## src/rtl/clk_pkg.sv

```systemverilog
// Shared constants and types for the clock-enable generator.
// The optional level outputs are controlled by the CLK_EN_LEVEL_OUT_EN macro in the design files.
package clk_pkg;

  localparam int          CLK_CNT_W     = 16;
  localparam int          CLK_N_TAPS    = 8;
  localparam int unsigned CLK_DIV_RESET = 1;

  typedef logic [CLK_CNT_W-1:0] clk_div_t;

  typedef enum logic [1:0] {
    ST_STOPPED     = 2'd0,
    ST_RUNNING     = 2'd1,
    ST_RUN_PENDING = 2'd2
  } clk_state_e;

endpackage

```

## src/rtl/tick_prescaler.sv

```systemverilog
// Power-of-two sub-rate strobes derived from the base tick.
// Optional square-wave level outputs are built when CLK_EN_LEVEL_OUT_EN is defined.
module tick_prescaler
  import clk_pkg::*;
#(
  parameter int N_TAPS = CLK_N_TAPS
) (
  input  logic              cin,
  input  logic              reset,
  input  logic              tick_en,
`ifdef CLK_EN_LEVEL_OUT_EN
  output logic [N_TAPS-1:0] tap_lvl,
`endif
  output logic [N_TAPS-1:0] tap_stb
);

  logic [N_TAPS-1:0] r_pre;
  logic [N_TAPS-1:0] r_tap_stb;
  logic [N_TAPS-1:0] w_stb_nxt;
  logic              w_ones;

  // Bit k fires when pre[k:0] is all ones; a running AND gives every prefix.
  always_comb begin
    w_stb_nxt = '0;
    w_ones    = 1'b1;
    for (int k = 0; k < N_TAPS; k++) begin
      w_ones       = w_ones & r_pre[k];
      w_stb_nxt[k] = tick_en & w_ones;
    end
  end

  always_ff @(posedge cin) begin
    if (reset) begin
      r_pre     <= '0;
      r_tap_stb <= '0;
    end else begin
      r_tap_stb <= w_stb_nxt;
      if (tick_en) begin
        r_pre <= r_pre + N_TAPS'(1);
      end
    end
  end

  assign tap_stb = r_tap_stb;

`ifdef CLK_EN_LEVEL_OUT_EN
  logic [N_TAPS-1:0] r_tap_lvl;

  always_ff @(posedge cin) begin
    if (reset) begin
      r_tap_lvl <= '0;
    end else begin
      r_tap_lvl <= r_tap_lvl ^ w_stb_nxt;
    end
  end

  assign tap_lvl = r_tap_lvl;
`endif

endmodule

```

## src/rtl/clk_enable_gen.sv

```systemverilog
// Programmable base-rate tick generator with divisor load handshake and sub-rate strobes.
// Defining CLK_EN_LEVEL_OUT_EN adds the tap_lvl square-wave outputs.
module clk_enable_gen
  import clk_pkg::*;
#(
  parameter int          CNT_W     = CLK_CNT_W,
  parameter int          N_TAPS    = CLK_N_TAPS,
  parameter int unsigned DIV_RESET = CLK_DIV_RESET
) (
  input  logic              cin,
  input  logic              reset,
  input  logic              run,
  input  logic              div_load,
  input  logic [CNT_W-1:0]  div_value,
  output logic              div_ready,
  output logic              tick,
  output logic [N_TAPS-1:0] tap_stb,
`ifdef CLK_EN_LEVEL_OUT_EN
  output logic [N_TAPS-1:0] tap_lvl,
`endif
  output logic [1:0]        o_dbg_state
);

  localparam logic [CNT_W-1:0] L_DIV_RESET = CNT_W'(DIV_RESET);

  logic [CNT_W-1:0] r_cnt;
  logic [CNT_W-1:0] r_div_reg;
  logic [CNT_W-1:0] r_pend_val;
  logic             r_pend;
  logic             r_tick;

  logic [CNT_W-1:0] w_cnt_nxt;
  logic [CNT_W-1:0] w_div_nxt;
  logic [CNT_W-1:0] w_pend_val_nxt;
  logic             w_pend_nxt;
  logic             w_tick_nxt;
  logic             w_accept;
  logic             w_cnt_zero;
  clk_state_e       w_state;

  // Handshake: div_value is taken on any edge with div_load && div_ready; div_ready is
  // low only while a divisor is parked in pend_val waiting for the next reload.
  assign w_accept   = div_load & ~r_pend;
  assign w_cnt_zero = (r_cnt == '0);

  always_comb begin
    if (!run) begin
      w_state = ST_STOPPED;
    end else if (r_pend) begin
      w_state = ST_RUN_PENDING;
    end else begin
      w_state = ST_RUNNING;
    end
  end

  always_comb begin
    w_cnt_nxt      = r_cnt;
    w_div_nxt      = r_div_reg;
    w_pend_val_nxt = r_pend_val;
    w_pend_nxt     = r_pend;
    w_tick_nxt     = 1'b0;
    case (w_state)
      ST_STOPPED: begin
        if (r_pend) begin
          w_div_nxt  = r_pend_val;
          w_cnt_nxt  = r_pend_val;
          w_pend_nxt = 1'b0;
        end else if (w_accept) begin
          w_div_nxt = div_value;
          w_cnt_nxt = div_value;
        end
      end
      ST_RUNNING: begin
        if (w_cnt_zero) begin
          w_tick_nxt = 1'b1;
          if (w_accept) begin
            w_div_nxt = div_value;
            w_cnt_nxt = div_value;
          end else begin
            w_cnt_nxt = r_div_reg;
          end
        end else begin
          w_cnt_nxt = r_cnt - CNT_W'(1);
          // Mid-period load is parked so the current period finishes unchanged.
          if (w_accept) begin
            w_pend_val_nxt = div_value;
            w_pend_nxt     = 1'b1;
          end
        end
      end
      ST_RUN_PENDING: begin
        if (w_cnt_zero) begin
          w_tick_nxt = 1'b1;
          w_div_nxt  = r_pend_val;
          w_cnt_nxt  = r_pend_val;
          w_pend_nxt = 1'b0;
        end else begin
          w_cnt_nxt = r_cnt - CNT_W'(1);
        end
      end
      default: begin
        w_cnt_nxt = r_cnt;
      end
    endcase
  end

  always_ff @(posedge cin) begin
    if (reset) begin
      r_cnt      <= L_DIV_RESET;
      r_div_reg  <= L_DIV_RESET;
      r_pend_val <= '0;
      r_pend     <= 1'b0;
      r_tick     <= 1'b0;
    end else begin
      r_cnt      <= w_cnt_nxt;
      r_div_reg  <= w_div_nxt;
      r_pend_val <= w_pend_val_nxt;
      r_pend     <= w_pend_nxt;
      r_tick     <= w_tick_nxt;
    end
  end

  always_comb begin
    div_ready   = ~r_pend;
    tick        = r_tick;
    o_dbg_state = w_state;
  end

  tick_prescaler #(
    .N_TAPS (N_TAPS)
  ) u_tick_prescaler (
    .cin     (cin),
    .reset   (reset),
    .tick_en (w_tick_nxt),
`ifdef CLK_EN_LEVEL_OUT_EN
    .tap_lvl (tap_lvl),
`endif
    .tap_stb (tap_stb)
  );

endmodule

```

## config.mk

```make
export PLATFORM = sky130hd
export DESIGN_NAME = clk_enable_gen
export DESIGN_NICKNAME = d
export VERILOG_FILES = /design/src/rtl/clk_pkg.sv /design/src/rtl/tick_prescaler.sv /design/src/rtl/clk_enable_gen.sv
export SDC_FILE = /design/constraint.sdc
export NUM_CORES = 1
export LEC_CHECK = 0
export BUFFER_PORTS_ARGS = -buffer_cell sky130_fd_sc_hd__buf_4
export CELL_PAD_IN_SITES_DETAIL_PLACEMENT = 0
export CELL_PAD_IN_SITES_GLOBAL_PLACEMENT = 2
export CORE_MARGIN = 2
export CORE_UTILIZATION = 37
export DETAILED_ROUTE_END_ITERATION = 8
export PLACE_DENSITY = 0.8
export SLEW_MARGIN = 20
export SYNTH_ARGS = -nofsm -noshare
export SYNTH_HDL_FRONTEND = slang
export SYNTH_HIERARCHICAL = 1
export SYNTH_SLANG_ARGS = --single-unit
export TNS_END_PERCENT = 1
```

## constraint.sdc

```tcl
create_clock -name cin -period 6.9 [get_ports cin]
set_clock_uncertainty 0.2 [all_clocks]
set_input_delay 0.69 -clock cin [delete_from_list [all_inputs] [get_ports cin]]
set_output_delay 0.69 -clock cin [all_outputs]
set_load 0.03 [all_outputs]
```

==> reports/metrics.csv <==
metric,value,unit
setup_violations,0,
cts_sinks,66,
synth_compound_area_frac,0.2019,
cts_root_buffer,clkbuf_8,
topRoutingLayerUsed,met4,
grt_max_degree,62,
maxCapViolCount,0,
netlist.area_leader.share,0.3911,
crit_path_end_kind,flop,
htree_levels,3,
fin_crit,3.465,ns
grt_pass1_vias,3066,
p_sw,273.2,µW
finalPower,980.7,µW
p_seq_frac,0.436,
viasPerCell,5.430,
critPathLaunchType,flop,
syn_area_per_cell,7.856,µm²
postCtsHoldBufs,0,
cts_resized,0,
synth_fp_nets,454,
post-route-util,0.4416,
synthDistinctLibCells,58,
die_area,9911,µm²
wl_per_cell,16.59,µm
worst_pin_slew,0.8137,ns
drt-met1-wl,4.644,mm
synth-adder-area-share,0.01481,
tns,0,ns
first_pass_iters,5,
wirelength,9.341,mm
combPwrFrac,0.162,
finalHoldViolCount,0,
wl_met2,4.348,mm
crit_start,r_cnt[0],
vias,3057,
numCtsBuffers,9,
synth_edf_count,0,
layout.nets,474,
max_slew_margin,0.4562,
r2r_slack,3.43,ns
clkPwrFrac,0.402,
yosysWarnings,6,
max_clock_freq,288.6,MHz
ant_nets,0,
cts_tree,done,
path_class,flop to flop,
hp-class,flop to flop,
setup_slack,3.435,ns
grt_pass1_wl,15.62,mm
clk_latency,0.34,ns
die_w,99.56,µm
gr-total-overflow,0,
hold_path.startpoint,r_div_reg[11],
yosysTopAreaCell,dfxtp_1,
antenna_found_initial,0,
ys_ff_latch,66,
synth-simple-area-share,0.2944,
maxSlewViolCount,0,
postCtsSetupBuffers,0,
synth_mux_area_frac,0.02111,
peakVddDrop,0.1571,mV
leakage,0.001516,µW
syn_inst,430,
drc,0,
synth_top_family_by_area,simple AND/OR/NAND/NOR gates,
placed_cell_area,3647,µm²
grtUsageTotal,0.2003,
synthesis.area,3378,µm²
ys_top_cells_by_area,"dfxtp_1 (39%), nand2_1 (8.1%), a21oi_1 (7.3%)",
powerDensity,252.2,nW/µm²
yosysSeqAreaShare,0.3911,
ios,32,
status,finished clean,
cts_buffer_depth,2,
r2r_start,r_cnt[0],
core,8806,µm²
initial_core_util,0.3836,
syn_to_final_growth,15.11,%
internal_power,707.5,µW
dpl.hpwl,6.344,mm
path_max_fanout,15,
antenna_cells,0,
rows,34,
fin_area,3889,µm²
die_h,99.56,µm
final_common_cell,nand2_1,
ys_async_sr_fraction,0,
synth-xor-area-share,0.02852,
rsz0062_at_grt,no,
drt_iter0_drc,131,
drive_above_1_share,0.1473,
clk_pin_slew,0.08,ns
swShare,0.2786,
globalplace.congestion,0.8655,
synthFlopType,dfxtp_1,
wl_met3,311,µm
fin_crit_sh,0.5022,
portBuffers,31,
worstPathArrival,3.52,ns
worstPathRequired,6.96,ns
post-place-ws,3.496,ns
final_cell_mix,"nand2_1 (73), dfxtp_1 (66), nor2_1 (57)",
## routing by layer
layer  GRT usage  vias up
met5           0        -
met4     0.05901        0
met3     0.03865        2
met2      0.3196       58
met1      0.2753     1443
li1            -     1554
## cell usage after synthesis (3+ instances only)
library cell and count:
clkbuf_1 16, a21oi_1 49, mux2i_1 6, a221oi_1 3
nor2_1 57, nand4_1 3, nor3_1 12, and2_1 3
a211o_1 3, nand3_1 4, buf_4 3, nand2b_1 5
a2bb2oi_1 3, a211oi_1 6, nor3b_1 3, nor4b_2 6
a21boi_0 6, inv_1 8, xor2_1 5, dfxtp_1 66
buf_2 3, nor4_1 3, o22ai_1 7, ha_1 4
nand2_1 73, or3_1 7, o21ai_0 23, xnor2_1 6
## logic make-up after synthesis
logic type,count (synthesis)
simple gates,194
compound gates,113
flops,66
buf+inv,35
xor+xnor,11
mux,7
fa+ha+maj,4
## final cells by class
type	count	area, µm²
clock buffer	9	123.9
tap	108	135.1
timing repair buffer	35	262.8
multi-input combinational	329	1894
clock inverter	7	117.6
sequential	66	1321
inverter	9	33.78
fill	915	4917
## critical path: stages, from the launching register on
cell     delay (ns)
dfxtp_1        0.33
inv_1          0.10
ha_1           0.14
nor4b_2        0.38
nand4_1        0.66
nor2_1         0.80
nand4_1        0.25
or3_1          0.37
a21oi_1        0.15
## final timing paths
check	endpoint	cells after the start
setup reg to reg	u_tick_prescaler/r_pre[6]	8
setup / recovery	u_tick_prescaler/r_pre[6]	8
hold / removal	r_div_reg[11]	2
hold reg to reg	r_div_reg[11]	2
## power by group through the flow
stage               Combinational (µW)  Clock (µW)  Sequential [µW]
finish                             159         394              428
global route                       181         425              430
CTS                                159         409              427
detailed placement                 159           0              436
global placement                   159           0              435
floorplan                          119           0              430
## through the flow
step,hold WS (ns),instances
CTS,0.2541,563
detailed placement,0.2430,547
global placement,0.2359,547
finish,0.2519,563
floorplan,0.2292,430
global route,0.2767,563
No activity file was read; power rests on OpenSTA's default activity.
